File: src/rtl/fetch_pkg.sv
// Shared definitions for the instruction fetch unit: FSM encoding, default
// reset PC and instruction-buffer entry layout {inst[63:32], pc[31:0]}.
package fetch_pkg;

   typedef enum logic [1:0] {
      IDLE    = 2'd0,
      REQ     = 2'd1,
      DISCARD = 2'd2,
      HALT    = 2'd3
   } fetchState_t;

   localparam logic [31:0] DEFAULT_RESET_PC = 32'h0000_0000;
   localparam int          ENTRY_W          = 64;

   function automatic logic [31:0] nextPc(input logic [31:0] pc);
      return pc + 32'd4;
   endfunction

endpackage

File: src/rtl/fetch_fifo.sv
// Small circular instruction buffer with push, pop, flush and occupancy count.
// Storage is not reset; only pointers and count are.
module fetch_fifo #(
   parameter  int DEPTH = 2,
   parameter  int WIDTH = 64,
   localparam int PTR_W = (DEPTH > 1) ? $clog2(DEPTH) : 1,
   localparam int CNT_W = $clog2(DEPTH + 1)
) (
   input  logic             clk,
   input  logic             reset,
   input  logic             push,
   input  logic             pop,
   input  logic             flush,
   input  logic [WIDTH-1:0] pushData,
   output logic [WIDTH-1:0] headData,
   output logic [CNT_W-1:0] count,
   output logic             notEmpty
);

   logic [WIDTH-1:0] mem [DEPTH];
   logic [PTR_W-1:0] rdPtr, wrPtr;
   logic             doPush, doPop, full;

   function automatic logic [PTR_W-1:0] incPtr(input logic [PTR_W-1:0] p);
      if (p == PTR_W'(DEPTH - 1)) return '0;
      return p + PTR_W'(1);
   endfunction

   assign notEmpty = (count != '0);
   assign full     = (count == CNT_W'(DEPTH));
   assign doPop    = pop && notEmpty;
   assign doPush   = push && (!full || doPop);
   assign headData = mem[rdPtr];

   always_ff @(posedge clk) begin
      if (reset || flush) begin
         rdPtr <= '0;
         wrPtr <= '0;
         count <= '0;
      end else begin
         if (doPush) wrPtr <= incPtr(wrPtr);
         if (doPop)  rdPtr <= incPtr(rdPtr);
         if (doPush && !doPop)      count <= count + CNT_W'(1);
         else if (!doPush && doPop) count <= count - CNT_W'(1);
      end
   end

   always_ff @(posedge clk) begin
      if (doPush) mem[wrPtr] <= pushData;
   end

endmodule

File: src/rtl/fetch_unit.sv
// Instruction fetch unit: request FSM in front of a small instruction buffer.
// Optional misaligned-redirect trap enabled by defining FETCH_MISALIGN_CHECK_EN.
module fetch_unit
   import fetch_pkg::*;
#(
   parameter logic [31:0] RESET_PC   = DEFAULT_RESET_PC,
   parameter int          FIFO_DEPTH = 2
) (
   input  logic        clk,
   input  logic        reset,
   output logic        imem_req,
   output logic [31:0] imem_addr,
   input  logic        imem_ack,
   input  logic [31:0] imem_rdata,
   input  logic        redirect,
   input  logic [31:0] redirect_pc,
   output logic        inst_valid,
   input  logic        inst_ready,
   output logic [31:0] inst,
   output logic [31:0] inst_pc,
   output logic [31:0] inst_pc4,
   output logic        fetch_fault
);

   localparam int              CNT_W   = $clog2(FIFO_DEPTH + 1);
   localparam logic [CNT_W:0]  DEPTH_C = (CNT_W + 1)'(FIFO_DEPTH);

   fetchState_t          state, stateNext;
   logic [31:0]          fetchPc, fetchPcNext, discardAddr, targetPc;
   logic                 push, pop, flush, bufValid, enterDiscard, misaligned;
   logic [ENTRY_W-1:0]   headData;
   logic [CNT_W-1:0]     count;
   logic [CNT_W:0]       countAfter;

`ifdef FETCH_MISALIGN_CHECK_EN
   logic faultReg;

   assign misaligned  = redirect && (redirect_pc[1:0] != 2'b00);
   assign targetPc    = redirect_pc;
   assign fetch_fault = faultReg;

   always_ff @(posedge clk) begin
      if (reset)                           faultReg <= 1'b0;
      else if (misaligned && state != HALT) faultReg <= 1'b1;
   end
`else
   assign misaligned  = 1'b0;
   assign targetPc    = redirect_pc & ~32'h3;
   assign fetch_fault = 1'b0;
`endif

   fetch_fifo #(
      .DEPTH (FIFO_DEPTH),
      .WIDTH (ENTRY_W)
   ) uFifo (
      .clk      (clk),
      .reset    (reset),
      .push     (push),
      .pop      (pop),
      .flush    (flush),
      .pushData ({imem_rdata, fetchPc}),
      .headData (headData),
      .count    (count),
      .notEmpty (bufValid)
   );

   assign pop        = bufValid && inst_ready;
   assign countAfter = {1'b0, count} + (CNT_W + 1)'(1) - (CNT_W + 1)'(pop);

   always_comb begin
      stateNext    = state;
      fetchPcNext  = fetchPc;
      push         = 1'b0;
      flush        = 1'b0;
      enterDiscard = 1'b0;
      if (misaligned && state != HALT) begin
         flush     = 1'b1;
         stateNext = HALT;
      end else begin
         case (state)
            IDLE: begin
               if (redirect) begin
                  flush       = 1'b1;
                  fetchPcNext = targetPc;
               end else if ({1'b0, count} < DEPTH_C) begin
                  stateNext = REQ;
               end
            end
            REQ: begin
               if (redirect) begin
                  flush       = 1'b1;
                  fetchPcNext = targetPc;
                  if (imem_ack) begin
                     stateNext = IDLE;
                  end else begin
                     stateNext    = DISCARD;
                     enterDiscard = 1'b1;
                  end
               end else if (imem_ack) begin
                  push        = 1'b1;
                  fetchPcNext = nextPc(fetchPc);
                  if (countAfter >= DEPTH_C) stateNext = IDLE;
               end
            end
            DISCARD: begin
               // The outstanding request keeps its address; only the target moves.
               if (redirect) fetchPcNext = targetPc;
               if (imem_ack) stateNext = IDLE;
            end
            HALT: begin
            end
            default: stateNext = IDLE;
         endcase
      end
   end

   always_ff @(posedge clk) begin
      if (reset) begin
         state   <= IDLE;
         fetchPc <= RESET_PC;
      end else begin
         state   <= stateNext;
         fetchPc <= fetchPcNext;
      end
   end

   always_ff @(posedge clk) begin
      if (enterDiscard) discardAddr <= fetchPc;
   end

   assign imem_req   = (state == REQ) || (state == DISCARD);
   assign imem_addr  = (state == DISCARD) ? discardAddr : fetchPc;
   assign inst_valid = bufValid;
   assign inst       = bufValid ? headData[ENTRY_W-1:32] : 32'h0;
   assign inst_pc    = bufValid ? headData[31:0] : 32'h0;
   assign inst_pc4   = bufValid ? nextPc(headData[31:0]) : 32'h0;

endmodule

File: config.mk
export PLATFORM = sky130hd
export DESIGN_NAME = fetch_unit
export DESIGN_NICKNAME = d
export VERILOG_FILES = /design/src/rtl/fetch_pkg.sv /design/src/rtl/fetch_fifo.sv /design/src/rtl/fetch_unit.sv
export SDC_FILE = /design/constraint.sdc
export NUM_CORES = 1
export LEC_CHECK = 0
export CORE_MARGIN = 1
export CORE_UTILIZATION = 51
export CTS_CLUSTER_SIZE = 30
export DETAILED_ROUTE_END_ITERATION = 8
export GPL_TIMING_DRIVEN = 0
export PLACE_DENSITY = 0.9
export SETUP_SLACK_MARGIN = 0.05
export SLEW_MARGIN = 10
export SYNTH_ARGS = -nofsm -noshare
export SYNTH_HDL_FRONTEND = slang
export SYNTH_SLANG_ARGS = --single-unit
File: constraint.sdc
create_clock -name clk -period 6.74 [get_ports clk]
set_input_delay 1.348 -clock clk [delete_from_list [all_inputs] [get_ports clk]]
set_output_delay 1.348 -clock clk [all_outputs]
set_load 0.005 [all_outputs]
==> metrics.cfg <==
[clock_tree]
clk_path_buf_depth=2
cts-resized-gates=0
clock_sinks=191
cts-buffers-inserted=17
insertion_delay_ns=0.44
post_cts_buffers=0
hold_buffers=0
root_buffer=clkbuf_16
path_clk_slew_ns=0.07
tritoncts=yes
h-tree-depth=4

[synth]
synthesis.area_um2=9140
seq_area_frac_synth=0.587
yosys.area_share.simple=0.158
ys_ff_latch=191
synthXorXnorAreaFrac=0.0125
synth_compound_area_frac=0.0913
synth_edf_count=154
synthFlopType=edfxtp_1
synth_cells=803
muxShareOfSynthArea=0.107
async_flop_share=0
yosysUniqueCellTypes=67
synth_warnings=0
synth_area_per_cell_um2=11.4
yosys.area_share.adder=0.00958
synth_top_family_by_area=simple AND/OR/NAND/NOR gates

[power_and_ir_drop]
p_comb_frac=0.173
leakage_nw=3.97
p_clk_frac=0.353
power_frac_seq=0.474
p_int_mw=2.23
p_switching_mw=0.774
switching_share=0.258
power.density_nw_per_um2=249
ir_drop_mv=0.201

[critical_path]
crit_fanout=10
crit_path_start_kind=flop
setup.worst_path.end_class=output pin
crit_arrival_ns=4.78
path_class=reg -> out
r2r_start=state[0]$_SDFFE_PP0P_
required_ns=5.39

[timing]
max_freq_mhz=163
maxSlewViolCount=0
maxSlewHeadroom=0.295
rsz0062_at_grt=no
worstMarginPinSlew_ns=1.05
setup_ws_ns=0.611
fin_worst_skew_ns=0.00862
hold_slack_ns=0.510
setup_viol=0
hold_viol=0
min_period_ns=6.13
min_period_over_period=0.909

[grt]
antenna_found_initial=0
grt_max_degree=46
grt_pass1_vias=7169
grt_first_pass_wirelength_um=38800
grt_overflow=0
use_met2=0.464
use_met3=0.0600
grt_use_met1=0.358
busiest_layer=met2
grt_usage=0.279

[floorplanning]
die-area_um2=18500
chipWidth_um=136
core_area_um2=17400
die_h_um=136
boundaryPins=200
initial_core_util=0.525
rows=48

[final_layout]
drive_gt1_frac=0.0862
final_cell_mix=clkdlybuf4s50_1 (188), edfxtp_1 (154), nor2_1 (111), mux2i_1 (61), nand2_1 (56)
fin_nets=1095
fin_util=0.692
n_antenna_cell=0
final_common_cell=clkdlybuf4s50_1
synthToLayoutAreaGrowth_pct=31.7

[routing]
drc_errors=0
vias=7412
drt-vias-per-instance=5.90
first_iter_violations=891
routedWlPerCell_um=20.2
final_antenna_net_count=0
wl_um=25400
dr.pass1.iters=8

[run_status]
status=finished, final reports clean

[flow_run]
drv_cap=0

[place]
routabilityCongestion=1.00
post-place-ws_ns=1.05
hpwlAfterDp_um=18500
port_buffers=188

[hold_path]
hp-class=reg -> reg
min_from=fetchPc[17]$_SDFFE_PP0P_

==> cells in the mapped netlist (5+ instances only) <==
master / count / share of area
edfxtp_1: 154 / 0.51
nor2_1: 111 / 0.046
mux2i_1: 61 / 0.067
nand2_1: 56 / 0.023
dfxtp_1: 37 / 0.081
clkbuf_1: 34 / 0.014
mux2_2: 32 / 0.039
a21oi_1: 31 / 0.017
nand3_1: 27 / 0.015
nor3_1: 26 / 0.014
o21ai_0: 25 / 0.014
a31oi_1: 16 / 0.011
nand4_1: 13 / 0.0089
nor4_1: 13 / 0.0089
inv_1: 12 / 0.0049
and2_1: 9 / 0.0062
buf_1: 9 / 0.0037
buf_4: 8 / 0.0066
ha_1: 7 / 0.0096
xnor2_1: 7 / 0.0067
buf_2: 6 / 0.0033
nand2b_1: 6 / 0.0041
o31a_1: 6 / 0.0057
or3_1: 6 / 0.0041
xor2_1: 6 / 0.0057
a211oi_1: 5 / 0.0041
a22oi_1: 5 / 0.0041
and3_1: 5 / 0.0034
nand3b_1: 5 / 0.0041
==> state kept, by name, summed over array words and instances, names as in the netlist, named ones only <==
name and cells:
uFifo.count 2, state 2, uFifo.mem 124, uFifo.rdPtr 1
discardAddr 30, uFifo.wrPtr 1, fetchPc 30
==> cell families after synthesis <==
kind of cell,Yosys count
xor gates and xnor gates,13
buffers and inverters,70
AOI/OAI and AO/OA,126
DFF,191
other,1
and+or+nand+nor,301
muxes,94
adders and majority gates,7
==> power groups by stage <==
stage | Combinational (mW) | Sequential [mW] | Clock [mW]
floorplan | 0.254 | 1.41 | 0
global placement | 0.498 | 1.44 | 0
detailed placement | 0.511 | 1.44 | 0
CTS | 0.515 | 1.42 | 1.07
global route | 0.562 | 1.43 | 1.11
finish | 0.519 | 1.42 | 1.06
==> through the flow <==
stage          power [mW]  cell area, um^2  cells  TNS (ns)
2_1_floorplan        1.67             9170    809         0
3_3_place_gp         1.94            11300   1222     -1.67
5_1_grt              3.10            12000   1257         0
3_5_place_dp         1.96            11400   1225         0
4_1_cts              3.00            12000   1257         0
6_report             3.00            12000   1257         0
==> cell type report <==
cell class | count | area [um^2]
clock buffer | 19 | 433
fill | 1262 | 5370
multi-input combinational | 548 | 3500
clock inverter | 13 | 188
buffer | 58 | 263
inverter | 12 | 45.0
tap | 225 | 282
sequential | 191 | 5370
timing repair buffer | 191 | 1960
==> routing by layer <==
layer  part of all wire  wire, um
met1               0.39      9980
met2               0.48     12200
met3               0.10      2650
met4              0.021       532
met5                  0         0
==> critical path, cell delays in order (launching register included) <==
cell             delay, ns
dfxtp_1               0.41
buf_6                 0.17
buf_4                 0.20
buf_2                 0.30
buf_1                 0.59
mux2_2                0.30
ha_1                  0.14
inv_1                 0.07
a211oi_2              0.45
nand3_1               0.33
or4b_1                0.60
mux2_1                0.33
clkdlybuf4s50_1       0.45
==> path summary, 6_finish.rpt <==
path / end / depth (start not counted) / slack (ns)
worst max-delay path: inst_pc4[28] / 12 / 0.61
worst min-delay path: uFifo.mem[1][17]$_DFFE_PP_ / 0 / 0.51
worst max register to register: fetchPc[13]$_SDFFE_PP0P_ / 8 / 3.82
worst min register to register: uFifo.mem[1][17]$_DFFE_PP_ / 0 / 0.51
(Power assumes the default switching activity.)
